**config.mk**
```make
export PLATFORM = sky130hd
export DESIGN_NAME = elevator_scheduler
export DESIGN_NICKNAME = d
export VERILOG_FILES = /design/src/rtl/elevator_pkg.sv /design/src/rtl/elev_cycle_timer.sv /design/src/rtl/elevator_scheduler.sv
export SDC_FILE = /design/constraint.sdc
export NUM_CORES = 1
export LEC_CHECK = 0
export CAP_MARGIN = 10
export CORE_ASPECT_RATIO = 1.2
export CORE_MARGIN = 2
export CORE_UTILIZATION = 52
export DETAILED_ROUTE_END_ITERATION = 10
export PLACE_DENSITY = 0.77
export SKIP_CTS_REPAIR_TIMING = 1
export SYNTH_ARGS = -nofsm -noshare
export SYNTH_HDL_FRONTEND = slang
export SYNTH_SLANG_ARGS = --single-unit
```
**constraint.sdc**
```tcl
create_clock -name clk -period 3.3 [get_ports clk]
set_input_delay 0.33 -clock clk [delete_from_list [all_inputs] [get_ports clk]]
set_output_delay 0.33 -clock clk [all_outputs]
set_load 0.05 [all_outputs]
```
**src/rtl/elevator_pkg.sv**
```systemverilog
// elevator_pkg: shared sizes, FSM state encoding and floor-mask helpers for the elevator scheduler.
package elevator_pkg;
  localparam int NUM_FLOORS = 4;
  localparam int FLOOR_W = 2;
  localparam int CNT_W = 4;
  localparam int TRAVEL_DEF = 4;
  localparam int DOOR_DEF = 3;
  typedef enum logic [2:0] {IDLE, MOVE_UP, MOVE_DOWN, DOOR_OPEN, EMERG} state_t;
  typedef logic [NUM_FLOORS-1:0] fmask_t;
  function automatic fmask_t onehot(input logic [FLOOR_W-1:0] f);
    return fmask_t'(1) << f;
  endfunction
  function automatic fmask_t below(input logic [FLOOR_W-1:0] f);
    return onehot(f) - fmask_t'(1);
  endfunction
  function automatic fmask_t above(input logic [FLOOR_W-1:0] f);
    return ~(onehot(f) | below(f));
  endfunction
endpackage

```
**src/rtl/elev_cycle_timer.sv**
```systemverilog
// elev_cycle_timer: loadable down-counter; o_done flags the last cycle of a loaded interval.
module elev_cycle_timer #(
  parameter int W = 4
) (
  input  logic         clk,
  input  logic         rst,
  input  logic         i_load,
  input  logic [W-1:0] i_val,
  output logic         o_done
);
  logic [W-1:0] r_cnt;
  always_ff @(posedge clk) begin
    if (rst) r_cnt <= '0;
    else if (i_load) r_cnt <= i_val;
    else if (r_cnt != '0) r_cnt <= r_cnt - 1'b1;
  end
  assign o_done = r_cnt == W'(1);
endmodule

```
**src/rtl/elevator_scheduler.sv**
```systemverilog
// elevator_scheduler: four-floor SCAN elevator controller with latched requests, door timing and emergency halt.
module elevator_scheduler
  import elevator_pkg::*;
#(
  parameter int TRAVEL_CYCLES = TRAVEL_DEF,
  parameter int DOOR_CYCLES = DOOR_DEF
) (
  input  logic                  clk,
  input  logic                  rst,
  input  logic [NUM_FLOORS-1:0] floor_req,
  input  logic                  emergency_stop,
  output logic                  move_up,
  output logic                  move_down,
  output logic                  motor_stop,
  output logic                  door_open,
  output logic [FLOOR_W-1:0]    current_floor,
  output logic                  direction,
  output logic [NUM_FLOORS-1:0] pending
);
  state_t r_state, w_next;
  logic [FLOOR_W-1:0] r_floor, w_floor_nxt, w_arr;
  logic [NUM_FLOORS-1:0] r_pend, w_clr;
  logic r_dir, w_dir_nxt, r_here, w_here_nxt;
  logic w_done, w_load, w_cont, w_up_any, w_dn_any;
  logic [CNT_W-1:0] w_tval;
  assign w_arr = (r_state == MOVE_UP) ? r_floor + 1'b1 : r_floor - 1'b1;
  assign w_cont = (r_state == MOVE_UP) ? |(r_pend & above(w_arr)) : |(r_pend & below(w_arr));
  assign w_up_any = |(r_pend & above(r_floor));
  assign w_dn_any = |(r_pend & below(r_floor));
  always_comb begin
    w_next = r_state;
    w_dir_nxt = r_dir;
    w_floor_nxt = r_floor;
    if (emergency_stop) w_next = EMERG;
    else
      case (r_state)
        IDLE:
          if (r_pend[r_floor] || r_here) w_next = DOOR_OPEN;
          else if (w_up_any && (r_dir || !w_dn_any)) begin
            w_next = MOVE_UP;
            w_dir_nxt = 1'b1;
          end else if (w_dn_any) begin
            w_next = MOVE_DOWN;
            w_dir_nxt = 1'b0;
          end
        MOVE_UP, MOVE_DOWN:
          if (w_done) begin
            w_floor_nxt = w_arr;
            w_next = r_pend[w_arr] ? DOOR_OPEN : w_cont ? r_state : IDLE;
          end
        DOOR_OPEN: w_next = w_done ? IDLE : DOOR_OPEN;
        default: w_next = IDLE;
      endcase
    // A request for the floor the car is parked or open at is absorbed rather than latched
    w_clr = (!emergency_stop && (w_next == DOOR_OPEN || r_state == DOOR_OPEN ||
             (r_state == IDLE && w_next == IDLE))) ? onehot(w_floor_nxt) : '0;
    w_here_nxt = (r_state == IDLE && !emergency_stop) ? (w_next == IDLE && floor_req[r_floor]) : r_here;
    w_load = (w_next == DOOR_OPEN || w_next == MOVE_UP || w_next == MOVE_DOWN) && (w_next != r_state || w_done);
    w_tval = (w_next == DOOR_OPEN) ? CNT_W'(DOOR_CYCLES) : CNT_W'(TRAVEL_CYCLES);
  end
  elev_cycle_timer #(.W(CNT_W)) u_timer (
    .clk   (clk),
    .rst   (rst),
    .i_load(w_load),
    .i_val (w_tval),
    .o_done(w_done)
  );
  always_ff @(posedge clk) begin
    if (rst) begin
      r_state <= IDLE;
      r_floor <= '0;
      r_dir <= 1'b1;
      r_pend <= '0;
      r_here <= 1'b0;
    end else begin
      r_state <= w_next;
      r_floor <= w_floor_nxt;
      r_dir <= w_dir_nxt;
      r_pend <= (r_pend | floor_req) & ~w_clr;
      r_here <= w_here_nxt;
    end
  end
  assign move_up = r_state == MOVE_UP;
  assign move_down = r_state == MOVE_DOWN;
  assign door_open = r_state == DOOR_OPEN;
  assign motor_stop = !(move_up || move_down);
  assign current_floor = r_floor;
  assign direction = r_dir;
  assign pending = r_pend;
endmodule

```
# Word-level counts from Yosys, hierarchy flattened
# Index checks and enable logic that the tools add are counted.
[totals]
ff_bits = 15
latchBits = 0
ram_bits = 0
rom_bits = 0
inputBits = 7
memories = 0
[classes]
addsub = 5
mul = 0
n_div = 0
n_lt_le_gt_ge = 2
n_eq_ne = 8
shift = 3
mux = 26
bitwise_logic = 13
reduce_logical = 28
[ops]
columns = ["cell", "count"]
rows = [
  ["two-way mux 3 bit", 8],
  ["bitwise AND 4 bit", 5],
  ["OR reduction 4 bit", 4],
  ["equality test 3 x 2 -> 1 bit, second input constant", 4],
  ["two-way mux 4 bit", 3],
  ["inverter 4 bit", 3],
  ["OR 4 bit", 3],
  ["left shift 1 x 2 -> 4 bit, first input constant", 3],
  ["subtractor 4 x 1 -> 4 bit, second input constant", 3],
  ["two-way mux 2 bit", 5],
  ["one-hot mux 3 bit (3 select lines)", 1],
  ["logical OR 1 bit", 8],
  ["binary-select mux 1 bit (select 2 bit)", 3],
  ["equality test 3 x 1 -> 1 bit, second input constant", 2],
  ["logical AND 1 bit", 6],
  ["zero test 3 bit", 2],
  ["< comparator 2 x 3 -> 1 bit, second input constant", 2],
  ["two-way mux 1 bit", 6],
  ["equality test 4 x 1 -> 1 bit, second input constant", 1],
  ["AND reduction 4 bit", 1],
  ["nonzero test 2 bit", 2],
  ["nonzero test 4 bit", 1],
  ["zero test 1 bit", 3],
  ["!= test 3 bit", 1],
  ["4 further kinds", 5],
]

# Longest topological paths before layout
# Gate-level depths: netlist (run 1).
[logic_depth]
word_depth = 21
depth_mapped = 12
ltp_nobuf = 11

# Hierarchy
# From an unflattened synthesis (run 1), not the netlist that was laid out.
[unflattened]
hier_cells = 149
area_unflattened_um2 = 1262.5
[modules_own_cells]
columns = ["mod", "instances", "cells_each", "area_per_inst_um2", "seq_area_each_um2"]
rows = [
  ["elevator_scheduler", 1, 122, 1016.0, 220.2],
  ["elev_cycle_timer", 1, 27, 246.5, 80.1],
]

# Worst setup path before layout (run 1)
# OpenSTA, ideal clock, no wires.
[synth_path]
kind = "flip-flop to flip-flop"
startpoint = "reg r_state[1]"
endpoint = "reg u_timer.r_cnt[1]"
setup_ns = 0.122
t_arrival_ns = 3.374
required_time_ns = 3.178
setup_slack_ns = -0.196
path_stages_with_launch = 13
synth_period_minus_slack_ns = 3.496
cell_sequence = "dfxtp_1 buf_2 nand2b_1 nor2_1 xnor2_1 ha_1 mux4_2 nand4b_2 o211ai_4 a211oi_4 o211ai_2 and2_1 o32a_1"
[synth_via]
elab_chain_cells = 19
[synth_lines]
columns = ["element", "line_no", "text"]
rows = [
  ["start, declared", "elevator_scheduler.sv:20", "state_t r_state, w_next;"],
  ["start signal, assigned", "elevator_scheduler.sv:76", "r_state <= w_next;"],
  ["equality test 3 x 1 -> 1 bit (*)", "--", ""],
  ["via move_up", "elevator_scheduler.sv:12", "output logic move_up,"],
  ["two-way mux 2 bit", "elevator_scheduler.sv:26", "assign w_arr = (r_state == MOVE_UP) ? r_floor + 1'b1 : r_floor - 1'b1;"],
  ["left shift 1 x 2 -> 4 bit", "elevator_pkg.sv:11", "return fmask_t'(1) << f;"],
  ["subtractor 4 x 1 -> 4 bit", "elevator_pkg.sv:14", "return onehot(f) - fmask_t'(1);"],
  ["OR 4 bit", "elevator_pkg.sv:17", "return ~(onehot(f) | below(f));"],
  ["inverter 4 bit", "elevator_pkg.sv:17", ""],
  ["bitwise AND 4 bit", "elevator_scheduler.sv:27", "assign w_cont = (r_state == MOVE_UP) ? |(r_pend & above(w_arr)) : |(r_pend & below(w_arr));"],
  ["[... 2 more ...]", "--", ""],
  ["two-way mux 3 bit (2 in a row)", "elevator_scheduler.sv:49", "w_next = r_pend[w_arr] ? DOOR_OPEN : w_cont ? r_state : IDLE;"],
  ["two-way mux 3 bit", "elevator_scheduler.sv:47", "if (w_done) begin"],
  ["one-hot mux 3 bit (3 select lines) (*)", "elevator_scheduler.sv:36", "case (r_state)"],
  ["two-way mux 3 bit (*)", "elevator_scheduler.sv:34", "if (emergency_stop) w_next = EMERG;"],
  ["equality test 3 x 2 -> 1 bit / equality test 3 x 1 -> 1 bit (equally long branches)", "elevator_scheduler.sv:58, elevator_scheduler.sv:59", ""],
  ["logical OR 1 bit (2 in a row)", "elevator_scheduler.sv:58", "w_load = (w_next == DOOR_OPEN || w_next == MOVE_UP || w_next == MOVE_DOWN) && (w_next != r_state || w_done);"],
  ["logical AND 1 bit", "elevator_scheduler.sv:58", ""],
  ["two-way mux 4 bit / nonzero test 2 bit (equally long branches)", "--", ""],
  ["end signal, assigned", "elev_cycle_timer.sv:14", "else if (i_load) r_cnt <= i_val;"],
  ["end signal, assigned", "elev_cycle_timer.sv:15", "else if (r_cnt != '0) r_cnt <= r_cnt - 1'b1;"],
  ["end, declared", "elev_cycle_timer.sv:11", "logic [W-1:0] r_cnt;"],
]
# The timed path passes the listed nets; every way through them passes the cells marked *. The select of a mux whose other input is x is not followed.
# A chain may end at the register's enable or synchronous reset.

# Worst setup path after layout (run 1)
[layout_path]
startpoint = "reg r_state[1]"
endpoint = "reg u_timer.r_cnt[1]"
[layout_via]
elab_chain_cells = 19
[layout_lines]
columns = ["element", "line_no"]
rows = [
  ["equality test 3 x 1 -> 1 bit", "elevator_scheduler.sv:26, elevator_scheduler.sv:27, elevator_scheduler.sv:36"],
  ["two-way mux 2 bit", "elevator_scheduler.sv:26"],
  ["left shift 1 x 2 -> 4 bit", "elevator_pkg.sv:11"],
  ["subtractor 4 x 1 -> 4 bit", "elevator_pkg.sv:14"],
  ["OR 4 bit", "elevator_pkg.sv:17"],
  ["inverter 4 bit", "elevator_pkg.sv:17"],
  ["bitwise AND 4 bit", "elevator_scheduler.sv:27"],
  ["OR reduction 4 bit", "elevator_scheduler.sv:27"],
  ["two-way mux 1 bit", "elevator_scheduler.sv:27"],
  ["two-way mux 3 bit (2 in a row)", "elevator_scheduler.sv:49"],
  ["two-way mux 3 bit", "elevator_scheduler.sv:47"],
  ["one-hot mux 3 bit (3 select lines)", "elevator_scheduler.sv:36"],
  ["two-way mux 3 bit", "elevator_scheduler.sv:34"],
  ["equality test 3 x 2 -> 1 bit / equality test 3 x 1 -> 1 bit (equally long branches)", "elevator_scheduler.sv:58, elevator_scheduler.sv:59"],
  ["logical OR 1 bit (2 in a row)", "elevator_scheduler.sv:58"],
  ["logical AND 1 bit", "elevator_scheduler.sv:58"],
  ["two-way mux 4 bit / nonzero test 2 bit (equally long branches)", "--"],
]
# Parallel ways exist; a longest one is shown, timed or not. The select of a mux whose other input is x is not followed.

==> results of run 1 <==
[final timing paths]
path | start | slack [ps] | cells past startpoint | to
max | r_state[1]$_SDFF_PP0_ | 180 | 11 | u_timer.r_cnt[1]$_SDFFE_PP0P_
min | r_here$_SDFFE_PP0P_ | 500 | 2 | r_here$_SDFFE_PP0P_
max reg2reg | r_state[1]$_SDFF_PP0_ | 180 | 11 | u_timer.r_cnt[1]$_SDFFE_PP0P_
min reg2reg | r_here$_SDFFE_PP0P_ | 500 | 2 | r_here$_SDFFE_PP0P_
[cells in the mapped netlist, types with 4 or more instances]
master,n,area (um2)
nor3_1,5,25.0
nor2_1,16,60.1
nor2b_1,4,25.0
nand2b_1,4,25.0
clkbuf_1,4,15.0
or3_1,5,31.3
dfxtp_1,15,300
o21ai_0,7,35.0
inv_1,7,26.3
ha_1,7,87.6
a21oi_1,12,60.1
nand2_1,10,37.5
a211oi_1,4,30.0
[state kept, by name, summed over array words and instances (netlist names)]
| register | cells |
|---|---|
| pending | 4 |
| u_timer.r_cnt | 4 |
| r_state | 3 |
| current_floor | 2 |
| direction | 1 |
| r_here | 1 |
[power groups by stage]
stage	clock [W]	sequential (W)	combinational, W
after floorplan	0	0.000258	0.000254
after global placement	0	0.000252	0.000349
after detailed placement	0	0.000255	0.000358
after CTS	0.000112	0.000250	0.000361
after global routing	0.000117	0.000256	0.000402
final	0.000111	0.000251	0.000363
[final cells by class]
class                      instances  area (um2)
multi-input combinational        122         875
fill                             186         783
sequential                        15         300
timing repair buffer              22         208
tap                               31        38.8
inverter                           7        26.3
clock buffer                       3        22.5
clock inverter                     1        5.00
[layer usage]
layer / up-vias / GRT usage (%) / part of all wire [%]
li1: 596 / - / -
met1: 615 / 27.8 / 39
met2: 50 / 46.0 / 53
met3: 13 / 3.66 / 4.2
met4: 0 / 12.7 / 3.6
met5: - / 0 / 0
[per-stage QoR]
stage / total power [W] / hold slack (ps)
after global placement: 0.000601 / 468
final: 0.000725 / 496
after global routing: 0.000775 / 547
after floorplan: 0.000512 / 446
after CTS: 0.000724 / 502
after detailed placement: 0.000613 / 485
[tightest hold or removal path, delay by kind of cell, from the launching register on]
kind | cells | cell delay, ps
DFF | 1 | 340
and+or+nand+nor | 1 | 60
AOI/OAI and AO/OA | 1 | 50
[cell families (layout without fill, tap and decap cells)]
kind of cell	after synthesis	count (layout)
DFF	15	15
and+or+nand+nor	59	59
buffers and inverters	13	33
adders and majority gates	7	7
xor gates and xnor gates	6	6
AOI/OAI and AO/OA	45	45
muxes	5	5
==> flow_summary.toml, run 1 <==
[setup_path]
crit_required_ps = 3480
critPathBufInv = 0
slowest_delay_ps = 490
critical_path.max_fanout = 9
setup.worst_path.end_class = "flop"
crit_chain = "nand2b_1 > nor2_2 > xnor2_1 > ha_1 > mux4_2 > nand4b_2 > o211ai_4 > a211oi_4 > o211ai_2 > and2_1 > o32a_1"
worstSetupStartpointType = "flop"
path_delay_family = "compound AO/OA/AOI/OAI gates"
path_class = "reg -> reg"
cp.arrival_ps = 3300
cp_slowest_cell = "dfxtp_1"

[sta]
rsz0062_at_grt = "no"
fin_ws_ps = 180
final.period_utilization_pct = 94.5
hold_viol = 0
drv_slew = 0
relSlewSlack_pct = 66.2
tightest_slew_ps = 505
post-route-min-period_ps = 3120
skew_ps = 12.9
fmax_mhz = 321
setup_tns_ps = 0
setup_viol = 0

[power]
intPower_w = 0.000406
vdd.ir_drop.worst_mv = 0.318
p_sw_w = 0.000319
pwr-share-clk_pct = 15.3
combPwrFrac_pct = 50.1
power_switching_share_pct = 44.0
p_seq_share_pct = 34.6
p_per_area_nw_per_um2 = 492
leakage_nw = 0.562

[synthesis]
synth-compound-area-share_pct = 27.3
synth_top_family_by_area = "compound AO/OA/AOI/OAI gates"
synthMuxAreaShare_pct = 6.10
postSynth.asyncResetShare_pct = 0
syn_nets = 164
ys_ff_latch = 15
yosys.area_share.simple_pct = 26.1
synth_edf_count = 0
synthAdderAreaFrac_pct = 7.12
synthFlopType = "dfxtp_1"
synth_area_um2 = 1230
synth_area_per_cell_um2 = 8.20
ys_seq_area_share_pct = 24.4
synth_warnings = 0
synthDistinctLibCells = 45
yosys.area_share.xor_xnor_pct = 4.27
syn_inst = 150

[global_routing]
grt_pass1_wl_mm = 5.42
grt_pass1_vias = 1226
antenna_found_initial = 0
grt-ovfl-total = 0
track_usage_pct = 24.9
grt_max_degree = 12

[routing]
vias = 1274
drtAntennaViolNets = 0
first_pass_iters = 4
drtIter0Drc = 57
wl_mm = 3.29
wl_per_cell_um = 16.4
drcViolationCount = 0
via_per_inst = 6.34

[status]
status = "finished, final reports clean"

[job]
drv_cap = 0

[cells_and_area]
final_cell_mix = "clkdlybuf4s50_1, nor2_1, dfxtp_1"
antennaDiodeCount = 0
layout_commonest_cell = "clkdlybuf4s50_1"
stdcell_area_um2 = 1480
stdcell_count = 201
area_growth_pct = 19.9
drive_above_1_share_pct = 12.4
final_util_pct = 65.3
fin_nets = 185

[clocking]
root_buffer = "clkbuf_4"
clockBufferDepth = 2
h-tree-depth = 1
clk_pin_slew_worst_paths_ps = 100
clk_latency_ps = 300
cts.sinks = 15
cts_tree = "done"
cts_buffers = 3

[place]
dpl.hpwl_mm = 2.52
dp_slack_ps = 256
placed_cells_incl_taps = 197
port_buffers = 17
gp_congestion = 0.957
place_area_um2 = 1450

[floorplan]
start_util_pct = 54.5
num_rows = 19
fp.dieArea_um2 = 2770
fp.dieW_um = 48.4
ioPinCount = 18
core_um2 = 2260
die_height_um = 57.3

[hold_path]
hp-class = "reg -> reg"
Power figures use the tool's default switching activity.
==> inputs of run 2 (changes only) <==
PLACE_DENSITY = 0.89   (was 0.77)
==> flow_summary.toml, run 2 (synthesis gave the netlist of run 1 again) <==
[setup_path]
critical_path.max_fanout = 8
reg2reg_depth = 11
cp.arrival_ps = 3230
setup.worst_path.end_class = "flop"
r2r_slack_ps = 280
endpoint = "u_timer.r_cnt[1]$_SDFFE_PP0P_"
crit_required_ps = 3510
worstSetupStartpointType = "flop"
path_class = "reg -> reg"
reg2reg_from = "r_state[0]$_SDFF_PP0_"
crit_start = "r_state[0]$_SDFF_PP0_"
r2r_end = "u_timer.r_cnt[1]$_SDFFE_PP0P_"

[routing]
wl_per_cell_um = 17.0
drcViolationCount = 0
first_pass_iters = 4
wl_mm = 3.38
drtIter0Drc = 61
via_per_inst = 6.31
vias = 1255
drtAntennaViolNets = 0

[status]
status = "finished, final reports clean"

[power]
leakage_nw = 0.554
vdd.ir_drop.worst_mv = 0.351
p_per_area_nw_per_um2 = 495

[sta]
final.period_utilization_pct = 91.6
post-route-min-period_ps = 3020
rsz0062_at_grt = "no"
fmax_mhz = 331
hold_viol = 0
fin_ws_ps = 278
tightest_slew_ps = 756
whs_ps = 499
relSlewSlack_pct = 49.5
setup_tns_ps = 0
skew_ps = 9.03
drv_slew = 0
setup_viol = 0

[cells_and_area]
n_fill_cell = 200
multi_input_area_um2 = 882
final_cell_mix = "clkdlybuf4s50_1, nor2_1, dfxtp_1"
antennaDiodeCount = 0
area_growth_pct = 19.3
seq_area_um2 = 300
stdcell_area_um2 = 1470
layout_commonest_cell = "clkdlybuf4s50_1"
drive_above_1_share_pct = 11.9
fin_nets = 183

[place]
port_buffers = 17
dpl.hpwl_mm = 2.54
dp_slack_ps = 255
gp_congestion = 0.914
place_area_um2 = 1430

[floorplan]
fp.dieW_um = 48.4
ioPinCount = 18
die_height_um = 57.3
fp.dieArea_um2 = 2770
core_um2 = 2260
num_rows = 19
start_util_pct = 54.5

[clocking]
clk_latency_ps = 310
h-tree-depth = 1
clk_pin_slew_worst_paths_ps = 100
cts.sinks = 15
clockBufferDepth = 2
cts_tree = "done"
root_buffer = "clkbuf_4"
cts_buffers = 3

[global_routing]
grt_max_degree = 12
grt-ovfl-total = 0
track_usage_pct = 25.6
grt_pass1_vias = 1242
grt_pass1_wl_mm = 5.53
antenna_found_initial = 0

[job]
drv_cap = 0

[hold_path]
hp-class = "reg -> reg"
hp-start = "r_here$_SDFFE_PP0P_"
## run 2: where the power goes
group,internal (W),switching (W),total [W]
clock network,0.0000454,0.0000716,0.000117
logic,0.000144,0.000216,0.000361
registers,0.000210,0.0000392,0.000249
total,0.000400,0.000327,0.000727
## run 2: area by class of cell
type                            instances  area share, %
Clock buffer                            3           1.53
Clock inverter                          1          0.341
Inverter                                7           1.79
Multi-Input combinational cell        122           60.1
Sequential cell                        15           20.5
Tap cell                               31           2.64
Timing Repair Buffer                   20           13.1
## run 2: worst min-delay path by stage
| stage | end | slack [ps] | cells past startpoint |
|---|---|---|---|
| 2_1_floorplan | r_here$_SDFFE_PP0P_ | 450 | 2 |
| 3_3_place_gp | r_here$_SDFFE_PP0P_ | 470 | 2 |
| 3_5_place_dp | r_here$_SDFFE_PP0P_ | 480 | 2 |
| 4_1_cts | r_here$_SDFFE_PP0P_ | 500 | 2 |
| 5_1_grt | r_here$_SDFFE_PP0P_ | 530 | 2 |
| 6_report | r_here$_SDFFE_PP0P_ | 500 | 2 |
## run 2: worst max-delay path, stage by stage, from the launching register on
cell      delay [ps]
dfxtp_1          470
nand2b_1         140
nor2_2           210
xnor2_2          140
ha_1             340
inv_1             70
a222oi_1         330
a21boi_0         240
a211oi_4         310
o211ai_2         150
and2_1           190
o32a_1           320
## run 2: per-stage QoR
stage          cells  power, W  utilization, %
2_1_floorplan    150  0.000512               -
3_3_place_gp     195  0.000587            63.4
3_5_place_dp     195  0.000607            63.4
4_1_cts          199  0.000722            64.7
5_1_grt          199  0.000778            65.0
6_report         199  0.000727            65.0
## run 2: layer usage
| layer | global-route usage [%] | share of wire (%) | vias up |
|---|---|---|---|
| met5 | 0 | 0 | - |
| met4 | 15.1 | 3.1 | 0 |
| met3 | 4.71 | 7.2 | 13 |
| met2 | 48.8 | 53 | 72 |
| met1 | 25.9 | 37 | 584 |
| li1 | - | - | 586 |
==> inputs of run 3 (changes only) <==
SLEW_MARGIN = 40   (was default)
==> results of run 3 <==
No change in the layout: final DEF, timing and power equal those of run 2.
==> RTL edit (flow settings as in run 1) <==
Reset style: asynchronous (`rst`), changed in 2 clocked blocks.
--- a/src/rtl/elev_cycle_timer.sv
+++ b/src/rtl/elev_cycle_timer.sv
@@ -9,7 +9,7 @@
   output logic         o_done
 );
   logic [W-1:0] r_cnt;
-  always_ff @(posedge clk) begin
+  always_ff @(posedge clk or posedge rst) begin
     if (rst) r_cnt <= '0;
     else if (i_load) r_cnt <= i_val;
     else if (r_cnt != '0) r_cnt <= r_cnt - 1'b1;
--- a/src/rtl/elevator_scheduler.sv
+++ b/src/rtl/elevator_scheduler.sv
@@ -65,7 +65,7 @@
     .i_val (w_tval),
     .o_done(w_done)
   );
-  always_ff @(posedge clk) begin
+  always_ff @(posedge clk or posedge rst) begin
     if (rst) begin
       r_state <= IDLE;
       r_floor <= '0;
Function: differs if rst is asserted again (counterexample within 4 cycles, from zero or initial values and one cycle with rst high); with rst held inactive, the same outputs for 10 cycles.
==> RTL edit against run 1 <==
  * Area after synthesis increased by 0.10%
  * Final area is 0.93% lower
  * Sequential cell count did not move
  * Count of clock-buffer cells in the layout did not move
  * Final cell count decreased by 9.0%
  * Wire length decreased by 11%
  * Total power grew 45%
  * Worst setup slack improved by 19 ps
  * Critical path type unchanged
  * Critical endpoint is now u_timer.r_cnt[1]
  * Highest routed layer unchanged
==> RTL edit: results (changes against run 1) <==
{
  "status": "completed",
  "firstDrtPassIters": {"value": 6, "change": "+2"},
  "cell_family_with_most_cp_delay": "simple AND/OR/NAND/NOR gates",
  "leakage_component_of_the_power": {"value": 0.000619, "unit": "uW", "change": "+10%"},
  "place_area": {"value": 0.00140, "unit": "mm^2", "change": "-3.1%"},
  "layout-drive-gt1-share": {"value": 0.158, "change": "+0.0344"},
  "synth_async_sr_flop_share": {"value": 1.00, "change": "+1.00"},
  "worst_path_max_delay_cell": "sky130_fd_sc_hd__dfrtp_1",
  "pre_cts_ws": {"value": 176, "unit": "ps", "change": "-80.1 ps"},
  "post_synth_num_cell_types": {"value": 47, "change": "+4.4%"},
  "critical_path.max_stage_delay": {"value": 470, "unit": "ps", "change": "-20 ps"},
  "fill_cells": {"value": 198, "change": "+6.5%"},
  "first_global_vias": {"value": 1135, "change": "-7.4%"},
  "worst_clock_skew": {"value": 5.17, "unit": "ps", "change": "-7.73 ps"},
  "count_of_routing_violations_after_the_opening_detailed_route_iteration": {"value": 31, "change": "-46%"},
  "wl_met1": {"value": 1.19, "unit": "mm", "change": "-7.0%"},
  "synth-seq-area-share": {"value": 0.306, "change": "+0.0617"},
  "grt_start_max_net_pins": {"value": 16, "change": "+4"},
  "post_synth_main_area_contributors": "sky130_fd_sc_hd__dfrtp_1 28%, sky130_fd_sc_hd__ha_1 7.1%, sky130_fd_sc_hd__nor2_1 4.0%",
  "grt_first_pass_wirelength": {"value": 5.15, "unit": "mm", "change": "-5.0%"},
  "wire_per_inst": {"value": 15.9, "unit": "um", "change": "-2.6%"},
  "dp_hpwl": {"value": 2.23, "unit": "mm", "change": "-12%"},
  "multi_input_logic_area": {"value": 790, "unit": "um^2", "change": "-9.7%"},
  "syn_nets": {"value": 148, "change": "-9.8%"},
  "hold_path.class": "in2async",
  "tightestPinTransition": {"value": 596, "unit": "ps", "change": "+90.5 ps"},
  "grt.met1_usage": {"value": 0.278, "change": "+0.000478"},
  "met2RoutedLength": {"value": 1.58, "unit": "mm", "change": "-9.7%"}
}
## RTL edit: changes by cell type after synthesis, moves of 3 or more
cell / before / now
sky130_fd_sc_hd__a21oi_1: 12 / 6
sky130_fd_sc_hd__dfrtp_1: 0 / 14
sky130_fd_sc_hd__mux2i_1: 3 / 0
sky130_fd_sc_hd__nand4_1: 0 / 3
sky130_fd_sc_hd__a31oi_1: 0 / 7
sky130_fd_sc_hd__a211oi_1: 4 / 0
sky130_fd_sc_hd__nor2_1: 16 / 13
sky130_fd_sc_hd__dfxtp_1: 15 / 0
sky130_fd_sc_hd__clkbuf_1: 4 / 1
sky130_fd_sc_hd__or3_1: 5 / 1
## RTL edit: worst paths after layout
check,from,end,slack (ps),depth (start not counted)
worst max-delay path,r_state[1],u_timer.r_cnt[1],200,10
worst min-delay path,rst,u_timer.r_cnt[3],390,2
worst max register to register,r_state[1],u_timer.r_cnt[1],200,10
worst min register to register,r_here,r_here,510,2
max in group asynchronous,rst,r_state[1],2520,2
min in group clk,r_here,r_here,510,2
## RTL edit: metrics by stage
stage,std cells,hold slack [ps]
5_1_grt,183,446
6_report,183,393
2_1_floorplan,134,231
3_5_place_dp,177,494
4_1_cts,181,408
3_3_place_gp,177,468
## RTL edit: cells by family (layout without fill, tap and decap cells)
kind of cell,after synthesis,after routing,synth area share
and+or+nand+nor,50,50,0.216
AOI/OAI and AO/OA,39,39,0.247
DFF,15,15,0.306
buffers and inverters,15,33,0.0661
adders and majority gates,7,7,0.0711
xor gates and xnor gates,5,5,0.0356
muxes,3,3,0.0579
## RTL edit: worst reg2reg max path, stage by stage (launching register included)
cell and delay [ps]:
sky130_fd_sc_hd__dfrtp_1 470, sky130_fd_sc_hd__nand2b_1 200, sky130_fd_sc_hd__nor2_2 210, sky130_fd_sc_hd__xnor2_2 130, sky130_fd_sc_hd__ha_1 370, sky130_fd_sc_hd__mux4_2 320, sky130_fd_sc_hd__nor2b_1 190, sky130_fd_sc_hd__o31ai_4 360
sky130_fd_sc_hd__nand4_1 300, sky130_fd_sc_hd__and2_1 280, sky130_fd_sc_hd__o32a_1 170
## RTL edit: layout make-up
cell class | instances | area share
Timing Repair Buffer | 20 | 0.132
Sequential cell | 15 | 0.258
Clock buffer | 3 | 0.0154
Clock inverter | 1 | 0.00514
Inverter | 9 | 0.0231
Tap cell | 31 | 0.0265
Multi-Input combinational cell | 104 | 0.540
## RTL edit: report_power, final
| part | internal, uW | total, uW | switching, uW |
|---|---|---|---|
| clock network | 46.1 | 113 | 66.8 |
| registers | 235 | 308 | 73.2 |
| logic | 266 | 629 | 363 |
| total | 547 | 1050 | 503 |
